`src/rtl/crc16_pkg.sv`:
```
// -----------------------------------------------------------------------------
// crc16_pkg
// Shared definitions for the CRC-16 stream engine: the generator polynomial,
// the engine FSM state type and two helpers that interpret a last-beat byte
// keep mask.
// -----------------------------------------------------------------------------
package crc16_pkg;

    // x^16 + x^15 + x^2 + 1, MSB-first, non-reflected.
    localparam logic [15:0] CRC16_POLY = 16'h8005;

    // Widest keep mask the helpers accept (DATA_W up to 128 bits).
    localparam int KEEP_MAX = 16;

    typedef enum logic [1:0] {
        IDLE   = 2'd0,
        ACCUM  = 2'd1,
        RESULT = 2'd2
    } state_e;

    // Number of consecutive ones starting at bit keep_w-1 and walking down.
    // Bits at or above keep_w are ignored, so a narrower mask is passed
    // zero-extended.
    function automatic logic [4:0] count_leading_ones(input logic [KEEP_MAX-1:0] keep,
                                                      input int                  keep_w);
        logic [4:0] cnt;
        logic       run;
        cnt = '0;
        run = 1'b1;
        for (int i = KEEP_MAX - 1; i >= 0; i--) begin
            if (i < keep_w) begin
                if (run && keep[i]) begin
                    cnt = cnt + 5'd1;
                end else begin
                    run = 1'b0;
                end
            end
        end
        return cnt;
    endfunction

    // True when the mask is a run of ones from the MSB followed only by zeros
    // (all-zero and all-one masks both qualify).
    function automatic logic keep_is_contiguous(input logic [KEEP_MAX-1:0] keep,
                                                input int                  keep_w);
        logic seen_zero;
        logic ok;
        seen_zero = 1'b0;
        ok        = 1'b1;
        for (int i = KEEP_MAX - 1; i >= 0; i--) begin
            if (i < keep_w) begin
                if (!keep[i]) begin
                    seen_zero = 1'b1;
                end else if (seen_zero) begin
                    ok = 1'b0;
                end
            end
        end
        return ok;
    endfunction

endpackage

```
`src/rtl/crc16_step.sv`:
```
// -----------------------------------------------------------------------------
// crc16_step
// Combinational CRC-16 update over the leading nbytes_i bytes of one beat.
// Byte 0 sits in data_i[DATA_W-1 -: 8] and is consumed first; each byte is fed
// MSB-first exactly as a bit-serial LFSR would see it.
//
// Ports:
//   crc_i    - CRC register before this beat
//   data_i   - beat data, byte 0 in the top byte
//   nbytes_i - number of leading bytes to fold in (0..DATA_W/8)
//   crc_o    - CRC register after this beat
// -----------------------------------------------------------------------------
module crc16_step
    import crc16_pkg::*;
#(
    parameter int DATA_W = 64
) (
    input  logic [15:0]                     crc_i,
    input  logic [DATA_W-1:0]               data_i,
    input  logic [$clog2(DATA_W/8 + 1)-1:0] nbytes_i,
    output logic [15:0]                     crc_o
);

    localparam int KEEP_W = DATA_W / 8;

    logic [15:0] crc_acc;
    logic        fb;

    // NOTE: blocking assignments here are deliberate: crc_acc is a chain of
    // intermediate values unrolled across the loop, not a register.
    always_comb begin
        crc_acc = crc_i;
        fb      = 1'b0;
        for (int b = 0; b < KEEP_W; b++) begin
            if (b < int'(nbytes_i)) begin
                for (int j = 0; j < 8; j++) begin
                    fb      = crc_acc[15] ^ data_i[DATA_W - 1 - 8*b - j];
                    crc_acc = {crc_acc[14:0], 1'b0} ^ (fb ? CRC16_POLY : 16'h0000);
                end
            end
        end
    end

    assign crc_o = crc_acc;

endmodule

```
`src/rtl/crc16_stream_engine.sv`:
```
// -----------------------------------------------------------------------------
// crc16_stream_engine
// Multi-beat CRC-16 generator/checker. Beats arrive over a ready/valid input,
// are folded into a running CRC, and one result per packet is offered over a
// ready/valid output. The last beat may be partial (MSB-aligned byte keep) and
// can optionally be checked against a supplied CRC.
//
// Ports:
//   clk, reset_L         - clock, asynchronous active-low reset
//   abort                - synchronous packet abort, wins over any handshake
//   in_valid/in_ready    - input beat handshake (ready low only while a
//                          result is pending)
//   in_data, in_keep     - beat data (byte 0 on top) and last-beat byte keep
//   in_last              - marks the final beat of a packet
//   chk_en, chk_crc      - compare request and expected CRC, taken with the
//                          last beat
//   out_valid/out_ready  - result handshake
//   out_crc              - final CRC after XOROUT
//   out_match            - out_crc equals chk_crc and chk_en was set
//   out_err              - last-beat keep was not contiguous
// -----------------------------------------------------------------------------
module crc16_stream_engine
    import crc16_pkg::*;
#(
    parameter int          DATA_W = 64,
    parameter int          KEEP_W = DATA_W / 8,
    parameter logic [15:0] INIT   = 16'h0000,
    parameter logic [15:0] XOROUT = 16'h0000
) (
    input  logic              clk,
    input  logic              reset_L,
    input  logic              abort,
    input  logic              in_valid,
    output logic              in_ready,
    input  logic [DATA_W-1:0] in_data,
    input  logic [KEEP_W-1:0] in_keep,
    input  logic              in_last,
    input  logic              chk_en,
    input  logic [15:0]       chk_crc,
    output logic              out_valid,
    input  logic              out_ready,
    output logic [15:0]       out_crc,
    output logic              out_match,
    output logic              out_err
);

    localparam int NB_W = $clog2(KEEP_W + 1);

    state_e            state_q, state_d;
    logic [15:0]       crc_q, crc_d;
    logic [15:0]       out_crc_q, out_crc_d;
    logic              out_match_q, out_match_d;
    logic              out_err_q, out_err_d;

    logic              beat_fire;
    logic [NB_W-1:0]   nbytes;
    logic              keep_ok;
    logic [15:0]       crc_next;
    logic [15:0]       crc_final;

    assign in_ready  = (state_q != RESULT);
    assign beat_fire = in_valid && in_ready;

    // Non-last beats always carry a full word; in_keep only matters on the last.
    always_comb begin
        nbytes = NB_W'(KEEP_W);
        if (in_last) begin
            nbytes = NB_W'(count_leading_ones(KEEP_MAX'(in_keep), KEEP_W));
        end
    end

    assign keep_ok = keep_is_contiguous(KEEP_MAX'(in_keep), KEEP_W);

    crc16_step #(
        .DATA_W (DATA_W)
    ) u_step (
        .crc_i    (crc_q),
        .data_i   (in_data),
        .nbytes_i (nbytes),
        .crc_o    (crc_next)
    );

    assign crc_final = crc_next ^ XOROUT;

    // NOTE: every signal driven here gets a default at the top so no path
    // leaves it unassigned and no latch is inferred.
    always_comb begin
        state_d     = state_q;
        crc_d       = crc_q;
        out_crc_d   = out_crc_q;
        out_match_d = out_match_q;
        out_err_d   = out_err_q;

        if (abort) begin
            state_d = IDLE;
            crc_d   = INIT;
        end else begin
            case (state_q)
                IDLE, ACCUM: begin
                    if (beat_fire) begin
                        if (in_last) begin
                            state_d     = RESULT;
                            // The running CRC is no longer needed once the
                            // result is captured, so it is re-armed here and
                            // already holds INIT when IDLE is re-entered.
                            crc_d       = INIT;
                            out_crc_d   = crc_final;
                            out_match_d = chk_en && (crc_final == chk_crc);
                            out_err_d   = !keep_ok;
                        end else begin
                            state_d = ACCUM;
                            crc_d   = crc_next;
                        end
                    end
                end
                RESULT: begin
                    if (out_ready) begin
                        state_d = IDLE;
                        crc_d   = INIT;
                    end
                end
                default: begin
                    state_d = IDLE;
                    crc_d   = INIT;
                end
            endcase
        end
    end

    // NOTE: registers use non-blocking assignments so every flop samples its
    // _d value from before the edge, independent of block ordering.
    always_ff @(posedge clk or negedge reset_L) begin
        if (!reset_L) begin
            state_q     <= IDLE;
            crc_q       <= INIT;
            out_crc_q   <= '0;
            out_match_q <= 1'b0;
            out_err_q   <= 1'b0;
        end else begin
            state_q     <= state_d;
            crc_q       <= crc_d;
            out_crc_q   <= out_crc_d;
            out_match_q <= out_match_d;
            out_err_q   <= out_err_d;
        end
    end

    assign out_valid = (state_q == RESULT);
    assign out_crc   = out_crc_q;
    assign out_match = out_match_q;
    assign out_err   = out_err_q;

endmodule

```
`config.mk`:
```
export PLATFORM = sky130hd
export DESIGN_NAME = crc16_stream_engine
export DESIGN_NICKNAME = d
export VERILOG_FILES = /design/src/rtl/crc16_pkg.sv /design/src/rtl/crc16_step.sv /design/src/rtl/crc16_stream_engine.sv
export SDC_FILE = /design/constraint.sdc
export NUM_CORES = 1
export LEC_CHECK = 0
export CORE_MARGIN = 4
export CORE_UTILIZATION = 60
export CTS_CLUSTER_DIAMETER = 60
export DETAILED_ROUTE_END_ITERATION = 6
export PLACE_DENSITY_LB_ADDON = 0.3
export SLEW_MARGIN = 0
export SYNTH_ARGS = -nofsm -noshare
export SYNTH_HDL_FRONTEND = slang
export SYNTH_SLANG_ARGS = --single-unit
```
`constraint.sdc`:
```
create_clock -name clk -period 12.4 [get_ports clk]
set_clock_uncertainty 0.1 [all_clocks]
set_input_delay 1.24 -clock clk [delete_from_list [all_inputs] [get_ports clk]]
set_output_delay 1.24 -clock clk [all_outputs]
set_load 0.02 [all_outputs]
```
Word level (Yosys, flattened, before mapping)
Cells that the tools add are included.
Storage, ports and cells
  register bits: 36
  latch bits: 0
  RAM bits: 0
  ROM bits: 0
  input bits: 95
  output and inout port bits: 20
  logic and storage cells: 301
  memories kept: 0
Cells by class
  add/subtract/negate cells: 7
  multipliers: 0
  divide/modulo/power cells: 0
  order comparisons: 8
  equality and inequality tests: 6
  shift operators: 0
  muxes and demuxes: 132
  bitwise gates (word level): 129
  reductions and logical operators: 14
Operators with widths (count)
  two-way mux 16 bit: 76
  XOR 16 bit: 64
  XOR 1 bit: 64
  two-way mux 4 bit: 15
  two-way mux 1 bit: 35
  case mux 16 bit (2 select lines): 1
  adder 4 x 1 -> 4 bit, second input constant: 7
  == test 16 bit: 1
  < comparator 3 x 4 -> 1 bit, first input constant: 4
  logical AND 1 bit: 9
  < comparator 1 x 4 -> 1 bit, first input constant: 2
  < comparator 2 x 4 -> 1 bit, first input constant: 2
  two-way mux 2 bit: 4
  case mux 2 bit (2 select lines): 1
  AND reduction 4 bit: 1
  inequality test 3 x 2 -> 1 bit, second input constant: 1
  inequality test 3 bit, second input constant: 1
  == test 2 x 1 -> 1 bit, second input constant: 1
  == test 2 bit, second input constant: 1
  logical NOT 2 bit: 1
  inequality test 2 bit, second input constant: 1
  AND reduction 2 bit: 1
  OR reduction 2 bit: 1
  logical NOT 1 bit: 1
  inverter 1 bit: 1

Longest topological paths before layout
Gate-level depths: netlist of run 1.
  word-level depth: 204
  gate-level depth with buffers: 40
  gate-level depth less buffers: 36

Cells and area by module
From an unflattened synthesis of run 1, not the netlist that was laid out.
Unflattened totals
  cells, all modules: 795
  area, all modules: 6937.9 µm²
By module, submodules not included
  crc16_step: instances 1, cells an instance 624, area each 4944.7 µm², seq. area each 0.0 µm²
  crc16_stream_engine: instances 1, cells an instance 171, area each 1993.2 µm², seq. area each 900.9 µm²

Worst setup path before layout of run 1
Ideal clock, no wire load.
  path type: input port to flip-flop
  start: input port in_keep[5]
  end: register out_match_q (netlist: out_match)
  setup time: 0.122 ns
  data arrival time: 10.061 ns
  required time: 12.178 ns
  path slack: 2.118 ns
  cell stages on the path: 39
  buffers on the path: 4
  cell sequence: buf_2 > nand2b_1 > and2_1 > ha_1 > nand2_1 > a31oi_1 > ha_1 > a22oi_1 > a21oi_1 > ha_1 > inv_1 > or2_2 > and4bb_1 > a211oi_2 > a21bo_4 > buf_8 > mux2i_1 > xnor2_1 > [... 3 more ...] > a21o_1 > buf_4 > xnor3_1 > mux2i_2 > xnor3_1 > and2_1 > buf_2 > nor3_2 > nor2_1 > a2111o_1 > nor3_4 > xnor3_1 > mux2i_4 > xor2_1 > xnor3_1 > xnor3_1 > nand2_1 > a32o_1
On the way
  cells in the longest elaborated chain, start to end: 197
  elaborated cells between the ends (all ways): 219
  classes of those cells: add/sub: 5; order compare: 8; eq/ne: 1; mux: 86; bitwise: 112; reduce/logical: 7
RTL lines
  start: declaration: RTL line crc16_stream_engine.sv:36  | input logic [KEEP_W-1:0] in_keep,
  logical AND 1 bit (*): RTL line crc16_pkg.sv:32  | if (run && keep[i]) begin
  two-way mux 4 bit / two-way mux 1 bit (equally long branches): RTL line crc16_pkg.sv:32
  two-way mux 4 bit / two-way mux 1 bit (equally long branches): RTL line crc16_stream_engine.sv:67  | if (in_last) begin
  adder 4 x 1 -> 4 bit / logical AND 1 bit (equally long branches): RTL line crc16_pkg.sv:33, crc16_pkg.sv:32
  two-way mux 4 bit / two-way mux 1 bit (equally long branches): RTL line crc16_pkg.sv:32
  two-way mux 4 bit / two-way mux 1 bit (equally long branches): RTL line crc16_stream_engine.sv:67
  adder 4 x 1 -> 4 bit / logical AND 1 bit (equally long branches): RTL line crc16_pkg.sv:33, crc16_pkg.sv:32
  two-way mux 4 bit / two-way mux 1 bit (equally long branches): RTL line crc16_pkg.sv:32
  [... 181 more ...]
  two-way mux 16 bit: RTL line crc16_step.sv:38  | crc_acc = {crc_acc[14:0], 1'b0} ^ (fb ? CRC16_POLY : 16'h0000);
  XOR 16 bit: RTL line crc16_step.sv:38
  XOR 1 bit: RTL line crc16_step.sv:37  | fb = crc_acc[15] ^ data_i[DATA_W - 1 - 8*b - j];
  two-way mux 16 bit: RTL line crc16_step.sv:38
  XOR 16 bit: RTL line crc16_step.sv:38
  two-way mux 16 bit (*): RTL line crc16_step.sv:35  | if (b < int'(nbytes_i)) begin
  == test 16 bit (*): RTL line crc16_stream_engine.sv:108  | out_match_d = chk_en && (crc_final == chk_crc);
  logical AND 1 bit (*): RTL line crc16_stream_engine.sv:108
  end signal: assignment: RTL line crc16_stream_engine.sv:143  | out_match_q <= out_match_d;
  end: declaration: RTL line crc16_stream_engine.sv:52  | logic out_match_q, out_match_d;
Mark *: on every way between the ends. The rest lies on a longest branch, timed or not. The select of a mux whose other input is x is not followed.
A chain may end at the register's enable or synchronous reset.

Worst setup path after layout of run 1
Same ends and word-level chain as after synthesis.

==> flow_metrics.py, run 1 <==
metrics = {
    "detailed_routing": {
        "drt-initial-drc-count": 1041,
        "avgRoutedWirePerCell_um": 19.7,
        "first_pass_iters": 7,
        "route.final.wire_length_um": 22600,
        "drc_errors": 1,
        "via_per_inst": 6.61,
        "via_count": 7587,
        "antenna_violating_nets_post_route": 0,
    },
    "setup_path": {
        "crit_path_max_fanout": 22,
        "crit_arrival_ns": 11.59,
        "critical_path.reg2reg.endpoint": "out_match",
        "critPathCapture": "out_match",
        "crit_path_end_kind": "flop",
        "crit_path_top_delay_cell": "sky130_fd_sc_hd__a311o_1",
        "critical_path.startpoint_type": "input port",
        "cp.depth": 37,
        "worst_path_most_repeated_cell": "sky130_fd_sc_hd__xnor2_1",
        "crit_required_ns": 12.46,
        "cp_slowest_stage_delay_ns": 0.55,
        "setup.reg_to_reg.worst_slack_ns": 3.79,
        "r2r.worst_path.cells": 27,
        "category_of_cells_accounting_for_the_largest_share_of_critical_path_delay": "compound AO/OA/AOI/OAI gates",
        "timing.setup.critical_path_class": "input port to flop",
        "rr_startpoint": "crc_q[10]",
        "number_of_buffers_and_inverters_on_the_critical_path": 2,
        "worst_setup_path_startpoint": "in_keep[5]",
    },
    "die": {
        "i_o_pin_count": 115,
        "dieWidth_um": 118,
        "core.rowCount": 39,
        "initial_core_util_pct": 62.4,
        "placeableCoreArea_mm2": 0.0116,
        "die-area_mm2": 0.0139,
        "die_height_um": 118,
    },
    "clock_tree": {
        "clock_buffers_created_by_tritoncts": 5,
        "ctsHoldBuffers": 0,
        "cts-htree-levels": 2,
        "buffer_cell_driving_the_clock_tree_root": "sky130_fd_sc_hd__clkbuf_16",
        "tritoncts": "done",
        "cts-resized-gates": 0,
        "numClockSinks": 36,
        "worst_skew_pair.late_latency_ns": 0.28,
        "clk_pin_slew_ns": 0.06,
        "post-cts-setup-buffers": 0,
        "cts_max_path_buffers": 2,
    },
    "cells_and_area": {
        "share_of_post_route_cells_with_drive_strength_above_1_pct": 7.17,
        "areaGrowthSynthToFinish_pct": 18.8,
        "design.final.nets": 1102,
        "layout.filler_cells": 872,
        "antenna_cell_count": 0,
    },
    "placed_design": {
        "port-buffer-count": 114,
        "gpl.final_weighted_congestion": 0.957,
        "dp_hpwl_um": 17700,
    },
    "synth": {
        "syn_area_per_cell_um2": 7.91,
        "synth_largest_type_area_fraction_pct": 13.8,
        "synth-async-reset-ratio_pct": 100,
        "syn_nets": 1015,
        "post_synthesis_sequential_element_count": 36,
        "synth.cells.most_frequent": "sky130_fd_sc_hd__xnor2_1 (114), sky130_fd_sc_hd__nand2_1 (88), sky130_fd_sc_hd__nor2_1 (84)",
        "yosysSeqAreaShare_pct": 12.4,
        "synthesis.instances": 916,
        "yosysUniqueCellTypes": 90,
        "synth_area_leader_cell": "sky130_fd_sc_hd__xnor2_1",
        "synth.most_common_cell": "sky130_fd_sc_hd__xnor2_1",
        "dominantRegCellSynth": "sky130_fd_sc_hd__dfrtp_1",
        "yosysWarnings": 0,
        "synth.cell_area_mm2": 0.00725,
        "netlist_top_cells_area": "sky130_fd_sc_hd__xnor2_1 (14%), sky130_fd_sc_hd__dfrtp_1 (12%), sky130_fd_sc_hd__xor2_1 (7.0%)",
        "synth-edff-count": 0,
    },
    "global_route": {
        "globalRoute.totalOverflow": 0,
        "grt_start_max_net_pins": 37,
        "antenna_found_initial": 0,
        "grtUsageTotal_pct": 31.7,
        "grt_pass1_vias": 7214,
        "grt_first_pass_wirelength_um": 36900,
    },
    "sta": {
        "max_slew.worst_pin.slew_ns": 1.20,
        "rsz0062_at_grt": "no",
        "max_slew_margin_pct": 19.5,
        "final-hold-violation-count": 0,
        "timing.final.setup_violations": 0,
        "post-route-period-util_pct": 93.0,
        "post_route_setup_tns_ns": 0,
        "drv_slew": 0,
        "finalWorstPathRequiredPeriod_ns": 11.54,
        "max_freq_mhz": 86.7,
    },
    "status": {
        "status": "complete, but fails checks",
        "failing_checks": "DRC",
    },
    "flow_run": {
        "max_cap_viol_count": 0,
    },
    "min_path": {
        "hold_start": "state_q[0]",
        "hold_class": "flop to flop",
    },
}
[metal layers]
metal	share of wire (%)	global-route usage, %	up-vias
li1	-	-	3517
met1	41	43.3	3526
met2	45	50.8	471
met3	11	5.77	73
met4	3.3	10.3	0
met5	0	0	-
[sequential cells by signal, summed over array words and instances (netlist names)]
| signal | flops |
|---|---|
| state_q | 2 |
| crc_q | 16 |
| out_crc | 16 |
| out_match | 1 |
| out_err | 1 |
[worst min-delay path by stage]
stage                             end  slack [ns]  cells after the start
after CTS                  state_q[0]        0.38                      2
after floorplan            state_q[0]        0.34                      2
after global routing      out_crc[10]        0.40                      1
after detailed placement   state_q[0]        0.36                      2
final                      state_q[0]        0.37                      2
after global placement     state_q[0]        0.36                      2
[cells by family after synthesis]
group                    synth area share (%)
AND/OR/NAND/NOR                          21.7
AO/OA/AOI/OAI                            24.9
XOR/XNOR                                 30.9
buffers and inverters                    3.35
multiplexers                             5.99
flip-flops                               12.4
adder cells (fa/ha/maj)                 0.690
[cells in the final DEF, fill, tap and decap left out, drive strengths merged, types with 20 or more instances in the layout]
cell type,instances
xnor2,121
clkdlybuf4s50,114
nand2,88
nor2,85
o21ai,62
xor2,61
a21oi,57
dfrtp,36
mux2i,30
nand3,28
a211oi,24
nor3,22
xnor3,20
[worst reg2reg max path: cells and delay by family, from the launching register on]
family	cells	cell delay, ns
xor+xnor	16	4.83
compound gates	5	2.03
simple gates	4	0.52
flops	1	0.47
mux	2	0.55
[through the flow]
stage	area, um2	std cells	setup WS [ns]	utilization [%]	hold WS [ns]
3_5_place_dp	8470	1139	0.706	72.9	0.364
5_1_grt	8610	1147	0.136	74.1	0.403
6_report	8610	1147	0.863	74.1	0.372
3_3_place_gp	8470	1139	1.03	72.9	0.357
4_1_cts	8610	1147	0.941	74.1	0.377
2_1_floorplan	7250	916	2.12	-	0.338
[cell type report]
type	instances	area, um2	area share, %
Multi-Input combinational cell	822	6110	71.0
Clock inverter	1	8.76	0.102
Timing Repair Buffer	126	1230	14.3
Clock buffer	7	133	1.54
Sequential cell	36	901	10.5
Tap cell	143	179	2.08
Inverter	12	45.0	0.523
Power of run 1 is not shown: default switching activity piles up to over one toggle a cycle in this logic, so the estimate is an artifact.
==> run 2, diff against run 1 <==
CAP_MARGIN = 20   (was not set)
==> run 2 against run 1 <==
- the run now ends clean
- sequential cell count unchanged
- setup slack improved by 0.024 ns
- hold slack improved by 0.0064 ns
- global-route usage unchanged
- via count increased by 0.74%
- routed wire length increased by 0.28%
- die area unchanged
- sequential share of layout area about the same
- highest routed layer unchanged
==> flow_metrics.py, run 2 (same netlist as run 1, synthesis figures left out) <==
metrics = {
    "setup_path": {
        "critical_path.reg2reg.endpoint": "out_match",
        "crit_path_top_delay_cell": "sky130_fd_sc_hd__clkdlybuf4s50_1",
        "worst_path_most_repeated_cell": "sky130_fd_sc_hd__xnor2_1",
        "crit_path_end_kind": "flop",
        "timing.setup.critical_path_class": "input port to flop",
        "rr_startpoint": "crc_q[10]",
        "critical_path.startpoint_type": "input port",
        "cp_slowest_stage_delay_ns": 0.54,
        "crit_path_max_fanout": 22,
        "r2r.worst_path.cells": 27,
        "crit_required_ns": 12.46,
        "crit_arrival_ns": 11.57,
        "setup.reg_to_reg.worst_slack_ns": 3.82,
    },
    "die": {
        "core.rowCount": 39,
        "i_o_pin_count": 115,
        "die_height_um": 118,
        "initial_core_util_pct": 62.4,
        "placeableCoreArea_mm2": 0.0116,
        "die-area_mm2": 0.0139,
        "dieWidth_um": 118,
    },
    "sta": {
        "max_slew_margin_pct": 35.8,
        "drv_slew": 0,
        "timing.final.setup_violations": 0,
        "max_slew.worst_pin.slew_ns": 0.961,
        "max_freq_mhz": 86.9,
        "post-route-period-util_pct": 92.9,
        "rsz0062_at_grt": "no",
        "final-hold-violation-count": 0,
        "hold-worst-slack_ns": 0.378,
        "post_route_setup_tns_ns": 0,
        "finalWorstPathRequiredPeriod_ns": 11.51,
    },
    "detailed_routing": {
        "drc_errors": 0,
        "via_count": 7643,
        "antenna_violating_nets_post_route": 0,
        "first_pass_iters": 6,
        "avgRoutedWirePerCell_um": 19.7,
        "drt-initial-drc-count": 1082,
        "via_per_inst": 6.65,
        "route.final.wire_length_um": 22700,
    },
    "clock_tree": {
        "clk_pin_slew_ns": 0.06,
        "cts-resized-gates": 0,
        "ctsHoldBuffers": 0,
        "worst_skew_pair.late_latency_ns": 0.28,
        "post-cts-setup-buffers": 0,
        "numClockSinks": 36,
        "clock_buffers_created_by_tritoncts": 5,
        "tritoncts": "done",
        "cts-htree-levels": 2,
        "cts_max_path_buffers": 2,
        "buffer_cell_driving_the_clock_tree_root": "sky130_fd_sc_hd__clkbuf_16",
    },
    "global_route": {
        "grtUsageTotal_pct": 31.7,
        "grt_first_pass_wirelength_um": 36900,
        "grt_start_max_net_pins": 37,
        "globalRoute.totalOverflow": 0,
        "grt_pass1_vias": 7214,
        "antenna_found_initial": 0,
    },
    "placed_design": {
        "port-buffer-count": 114,
        "gpl.final_weighted_congestion": 0.957,
        "dp_hpwl_um": 17700,
    },
    "cells_and_area": {
        "areaGrowthSynthToFinish_pct": 19.2,
        "final_cell_mix": "sky130_fd_sc_hd__xnor2_1 (114), sky130_fd_sc_hd__clkdlybuf4s50_1 (114), sky130_fd_sc_hd__nand2_1 (88)",
        "final_core_utilization_pct": 74.4,
        "layout.filler_cells": 862,
        "antenna_cell_count": 0,
        "share_of_post_route_cells_with_drive_strength_above_1_pct": 7.45,
        "design.final.nets": 1105,
    },
    "min_path": {
        "holdPathEnd": "state_q[0]",
        "hold_start": "state_q[0]",
        "hold_class": "flop to flop",
        "hold_path_depth": 2,
    },
    "flow_run": {
        "max_cap_viol_count": 0,
    },
    "status": {
        "status": "complete, no violations",
    },
}
run 2: cell count changes in the layout (fill, tap and decap cells not counted):
cell | before | now
sky130_fd_sc_hd__buf_4 | 12 | 13
sky130_fd_sc_hd__buf_6 | 0 | 1
sky130_fd_sc_hd__buf_8 | 0 | 1
run 2: worst max path at each step:
| stage | startpoint | to | slack (ns) | depth (start not counted) |
|---|---|---|---|---|
| after global routing | in_keep[5] | out_match | 0.14 | 37 |
| after CTS | in_keep[5] | out_match | 0.94 | 37 |
| final | in_keep[5] | out_match | 0.89 | 37 |
| after floorplan | in_keep[5] | out_match | 2.12 | 39 |
| after global placement | in_keep[5] | out_match | 1.03 | 37 |
| after detailed placement | in_keep[5] | out_match | 0.71 | 37 |
run 2: layout make-up:
class	count	area (um2)	share of cell area (%)
multi-input cells	822	6110	70.7
repair buffers	129	1260	14.6
flip-flops and latches	36	901	10.4
well taps	143	179	2.07
clock buffers	7	133	1.53
inverters	12	45.0	0.521
clock inverters	1	8.76	0.101
run 2: per-layer routing:
metal  part of all wire [%]  vias to the layer above  routed length (um)  global-route usage (%)
met5                      0                        -                   0                       0
met4                    3.2                        0                 728                    10.3
met3                     11                       73                2490                    5.77
met2                     45                      504               10200                    50.8
met1                     41                     3537                9220                    43.3
li1                       -                     3529                   -                       -
run 2: metrics by stage:
stage               instance area (um2)  setup WS (ns)  instances
floorplan                          7250           2.12        916
global placement                   8470           1.03       1139
detailed placement                 8470          0.706       1139
CTS                                8610          0.941       1147
global route                       8640          0.143       1150
finish                             8640          0.887       1150
run 2: critical path: cells and delay by family:
kind / cells / cell delay (ns)
buffers and inverters: 2 / 0.61
muxes: 1 / 0.35
and+or+nand+nor: 9 / 1.63
adders and majority gates: 3 / 0.84
xor gates and xnor gates: 11 / 3.64
AOI/OAI and AO/OA: 11 / 3.26
Power of run 2 is left out for the same reason.
